==> config.mk <==
export PLATFORM = sky130hd
export DESIGN_NAME = uart_rx
export DESIGN_NICKNAME = d
export VERILOG_FILES = /design/src/rtl/uart_rx.sv
export SDC_FILE = /design/constraint.sdc
export NUM_CORES = 1
export LEC_CHECK = 0
export ABC_CLOCK_PERIOD_IN_PS = 3740
export BUFFER_PORTS_ARGS = -buffer_cell sky130_fd_sc_hd__buf_2
export CORE_MARGIN = 2
export CORE_UTILIZATION = 50
export DETAILED_ROUTE_END_ITERATION = 6
export PLACE_DENSITY = 0.69
export SLEW_MARGIN = 10
export SYNTH_ARGS = -nofsm -noshare
export SYNTH_HDL_FRONTEND = slang
export SYNTH_SLANG_ARGS = --single-unit
==> constraint.sdc <==
create_clock -name clk -period 3.74 [get_ports clk]
set_clock_uncertainty 0.05 [all_clocks]
set_input_delay 0.187 -clock clk [delete_from_list [all_inputs] [get_ports clk]]
set_output_delay 0.187 -clock clk [all_outputs]
set_load 0.01 [all_outputs]
==> src/rtl/uart_rx.sv <==
// UART receiver: 8N1 framing, 2-flop input synchronizer, mid-bit sampling with a ready/read
// handshake. A frame that ends with a low stop bit parks in BREAK until the line idles high again.
module uart_rx #(
  parameter int BAUD  = 115_200,
  parameter int CLOCK = 50_000_000
) (
  input  logic       clk,
  input  logic       rst,
  input  logic       rxPin,
  input  logic       rdEn,
  output logic [7:0] dout,
  output logic       rdy,
  output logic       busy,
  output logic       frameErr,
  output logic       overrun
);

  localparam int CLKS_PER_BIT = CLOCK / BAUD;
  localparam int HALF_BIT     = (CLKS_PER_BIT - 1) / 2;
  localparam int WIDTH        = $clog2(CLKS_PER_BIT);

  localparam logic [WIDTH-1:0] HALF_CNT = WIDTH'(HALF_BIT);
  localparam logic [WIDTH-1:0] LAST_CNT = WIDTH'(CLKS_PER_BIT - 1);
  localparam logic [WIDTH-1:0] CNT_ONE  = WIDTH'(1);

  typedef enum logic [2:0] {
    IDLE  = 3'd0,
    START = 3'd1,
    DATA  = 3'd2,
    STOP  = 3'd3,
    BREAK = 3'd4
  } state_e;

  state_e           state_q, state_d;
  logic             rx_meta_q, rx_s_q;
  logic [WIDTH-1:0] cnt_q, cnt_d;
  logic [2:0]       idx_q, idx_d;
  logic [7:0]       shift_q, shift_d;
  logic [7:0]       dout_q, dout_d;
  logic             rdy_q, rdy_d;
  logic             ferr_q, ferr_d;
  logic             ovr_q, ovr_d;

  // Synchronizer resets to the idle-high line level so a reset never looks like a start bit.
  always_ff @(posedge clk or negedge rst) begin
    if (!rst) begin
      rx_meta_q <= 1'b1;
      rx_s_q    <= 1'b1;
    end else begin
      rx_meta_q <= rxPin;
      rx_s_q    <= rx_meta_q;
    end
  end

  always_ff @(posedge clk or negedge rst) begin
    if (!rst) begin
      state_q <= IDLE;
      cnt_q   <= '0;
      idx_q   <= '0;
      shift_q <= '0;
      dout_q  <= '0;
      rdy_q   <= 1'b0;
      ferr_q  <= 1'b0;
      ovr_q   <= 1'b0;
    end else begin
      state_q <= state_d;
      cnt_q   <= cnt_d;
      idx_q   <= idx_d;
      shift_q <= shift_d;
      dout_q  <= dout_d;
      rdy_q   <= rdy_d;
      ferr_q  <= ferr_d;
      ovr_q   <= ovr_d;
    end
  end

  always_comb begin
    state_d = state_q;
    cnt_d   = cnt_q;
    idx_d   = idx_q;
    shift_d = shift_q;
    dout_d  = dout_q;
    rdy_d   = rdy_q;
    ovr_d   = ovr_q;
    ferr_d  = 1'b0;

    if (rdEn && rdy_q) begin
      rdy_d = 1'b0;
      ovr_d = 1'b0;
    end

    case (state_q)
      IDLE: begin
        cnt_d = '0;
        if (!rx_s_q) state_d = START;
      end
      START: begin
        if (cnt_q == HALF_CNT) begin
          cnt_d   = '0;
          idx_d   = '0;
          state_d = rx_s_q ? IDLE : DATA;
        end else begin
          cnt_d = cnt_q + CNT_ONE;
        end
      end
      DATA: begin
        if (cnt_q == LAST_CNT) begin
          cnt_d          = '0;
          shift_d[idx_q] = rx_s_q;
          if (idx_q == 3'd7) state_d = STOP;
          else               idx_d   = idx_q + 3'd1;
        end else begin
          cnt_d = cnt_q + CNT_ONE;
        end
      end
      STOP: begin
        if (cnt_q == LAST_CNT) begin
          cnt_d = '0;
          if (rx_s_q) begin
            // A read landing on the completion edge wins over the overrun.
            dout_d  = shift_q;
            rdy_d   = 1'b1;
            if (rdy_q && !rdEn) ovr_d = 1'b1;
            state_d = IDLE;
          end else begin
            ferr_d  = 1'b1;
            state_d = BREAK;
          end
        end else begin
          cnt_d = cnt_q + CNT_ONE;
        end
      end
      BREAK: begin
        cnt_d = '0;
        if (rx_s_q) state_d = IDLE;
      end
      default: begin
        cnt_d   = '0;
        state_d = IDLE;
      end
    endcase
  end

  assign dout     = dout_q;
  assign rdy      = rdy_q;
  assign busy     = (state_q != IDLE);
  assign frameErr = ferr_q;
  assign overrun  = ovr_q;

endmodule

==> qor.yml <==
timing:
  worst_slew_pin_slew_ps: 774.8
  drv_slew: 0
  relSlewSlack_pct: 48.35
  hold_viol: 0
  finalCritPeriodShare_pct: 55.13
  min_period_ps: 2062
  setup_tns_ps: 0
  setup_viol: 0
  fin_worst_hold_slack_ps: 310.4
  max_freq_mhz: 485.0
  rsz0062_at_grt: "false"
placed_design:
  port_buffers: 15
  dpl.cell_count: 204
  place_congestion: 0.7835
  hpwlAfterDp_mm: 2.121
yosys:
  netlist_area_um2: 1724
  synth_cell_types: 41
  synth_edf_count: 0
  ys_seq_area_share_pct: 52.39
  synth_common_cells: "34 x dfrtp_1, 15 x mux2_2, 9 x inv_1"
  synthFlopType: "dfrtp_1"
  synth_most_common_cell: "dfrtp_1"
  synth_warnings: 0
  synth_area_per_cell_um2: 11.81
  yosys.area.top_type: "dfrtp_1"
  synth_fp_nets: 155
  synthArstFlopShare_pct: 100.0
  yosys.area.top_type_share_pct: 49.35
  ys_seq_elements: 36
  yosys-top-cells-area: "dfrtp_1 49%, mux2_2 9.8%, ha_1 3.6%"
  syn_inst: 146
floorplanning:
  die_h_um: 62.72
  rows: 21
  die_area_um2: 3934
  core_area_um2: 3337
  fp.dieW_um: 62.72
  start_util_pct: 51.67
  design.portCount: 16
power:
  p_leak_nw: 0.9051
  cellPowerDensity_nw_per_um2: 324.2
  vdd_drop_max_mv: 0.1912
  power_mw: 0.6258
global_route:
  antenna_found_initial: 0
  grt_pass1_wl_mm: 5.409
  gr-total-overflow: 0
  grt_pass1_vias: 1151
  gr-usage-all-layers_pct: 17.80
  grt_max_degree: 37
worst_setup_path:
  slowest_stage: "a2111o_1"
  path_cells: "ha_1 > and4b_4 > and3_4 > a2111o_1 > nor2_2"
  cp-start-kind: "register"
  critPathBufInv: 0
  end_kind: "register"
  cpPeakStageDelay_ps: 630
  cpLargestDelayFamily: "compound AO/OA/AOI/OAI gates"
  worst-setup-path-type: "reg2reg"
  reg2reg_from: "cnt_q[0]"
  r2r_slack_ps: 1680
  crit_path_start: "cnt_q[0]"
  path_max_fanout: 9
  cp.arrival_ps: 2290
  required_ps: 3960
outcome:
  outcome: "complete, no violations"
route:
  viasPerCell: 5.353
  route.vias.total: 1151
  post_drt_wl_per_cell_um: 13.95
  drtIter0Drc: 42
  drt-pass1-iter-count: 4
  drc: 0
  drt-total-wl_mm: 2.999
  ant_nets: 0
clock_tree:
  clockBufferDepth: 2
  cts_buffers: 5
  clk_pin_slew_worst_paths_ps: 110
  numClockSinks: 36
  insertion_delay_ps: 340
  htree_levels: 2
  cts_tree: "yes"
  root_buffer: "clkbuf_4"
final_layout:
  synthToLayoutAreaGrowth_pct: 11.97
  drive_above_1_share_pct: 32.54
  finalNonFillerCells: 215
  diodes: 0
  fin_nets: 177
min_path:
  hold_path.class: "reg2reg"
  min_from: "rx_meta_q"
run:
  maxCapViolations: 0
[worst reg2reg max path, stage by stage (launching register included)]
cell and delay [ps]:
dfrtp_1 480, ha_1 240, and4b_4 220, and3_4 200, a2111o_1 630, nor2_2 180
[through the flow]
stage	instance area, um^2	util, %	setup WS (ps)
2_1_floorplan	1724	-	1943
3_3_place_gp	1838	55.08	1779
3_5_place_dp	1838	55.08	1707
4_1_cts	1931	57.86	1665
5_1_grt	1931	57.86	1599
6_report	1931	57.86	1678
[layer usage]
layer / global-route usage, % / up-vias / wire (um)
met1: 22.29 / 553 / 1380
li1: - / 572 / -
met3: 6.306 / 5 / 139
met2: 28.49 / 21 / 1436
met5: 0 / - / 0
met4: 6.389 / 0 / 42
[path summary, 6_finish.rpt]
path                             to  cells after the start
max in group asynchronous  cnt_q[8]                      2
min in group asynchronous   dout[3]                      2
max                        cnt_q[7]                      5
max reg2reg                cnt_q[7]                      5
min reg2reg                  rx_s_q                      0
min                          rx_s_q                      0
[cell type report]
| type | instances | area [um^2] |
|---|---|---|
| Sequential cell | 36 | 903.4 |
| Inverter | 9 | 33.78 |
| Clock buffer | 7 | 55.05 |
| Tap cell | 46 | 57.56 |
| Fill cell | 296 | 1406 |
| Clock inverter | 1 | 7.507 |
| Multi-Input combinational cell | 98 | 768.2 |
| Timing Repair Buffer | 18 | 105.1 |
[registers in the layout, summed over array words and instances, names as in the netlist, named ones only]
signal	flops
rdy	1
shift_q	8
rx_s_q	1
state_q	3
dout	8
rx_meta_q	1
idx_q	3
cnt_q	9
frameErr	1
[cells by family after synthesis]
logic type | synth area share [%]
AND/OR/NAND/NOR | 20.54
AO/OA/AOI/OAI | 5.225
flip-flops | 52.39
multiplexers | 11.61
adder cells (fa/ha/maj) | 3.628
XOR/XNOR | 3.556
buffers and inverters | 3.048
[report_power, final]
| part | total (mW) | switching, mW | internal (mW) | leakage (nW) |
|---|---|---|---|---|
| clock network | 0.218 | 0.126 | 0.0920 | 0.0315 |
| registers | 0.394 | 0.00258 | 0.392 | 0.480 |
| logic | 0.0133 | 0.00893 | 0.00438 | 0.394 |
[what timing repair did]
item                      CTS  global route
hold buffers                3             0
resized for setup           0             0
hold endpoints to repair   37             0
buffers inserted            0             0
[placed cells by master (no fill, tap or decap), drive strengths merged, types with 2 or more instances in the layout]
master and n:
a21oi 3, a31oi 2, and3 3, and4 2
buf 15, clkbuf 7, dfrtp 34, dfstp 2
dlygate4sd3 3, ha 5, inv 9, mux2 16
mux2i 2, nand2 8, nand3 9, nand4 5
nor2 13, nor4 4, o21ai 4, or3 2
xnor2 2, xor2 5
Note: power is estimated with default switching activity, not from simulation.
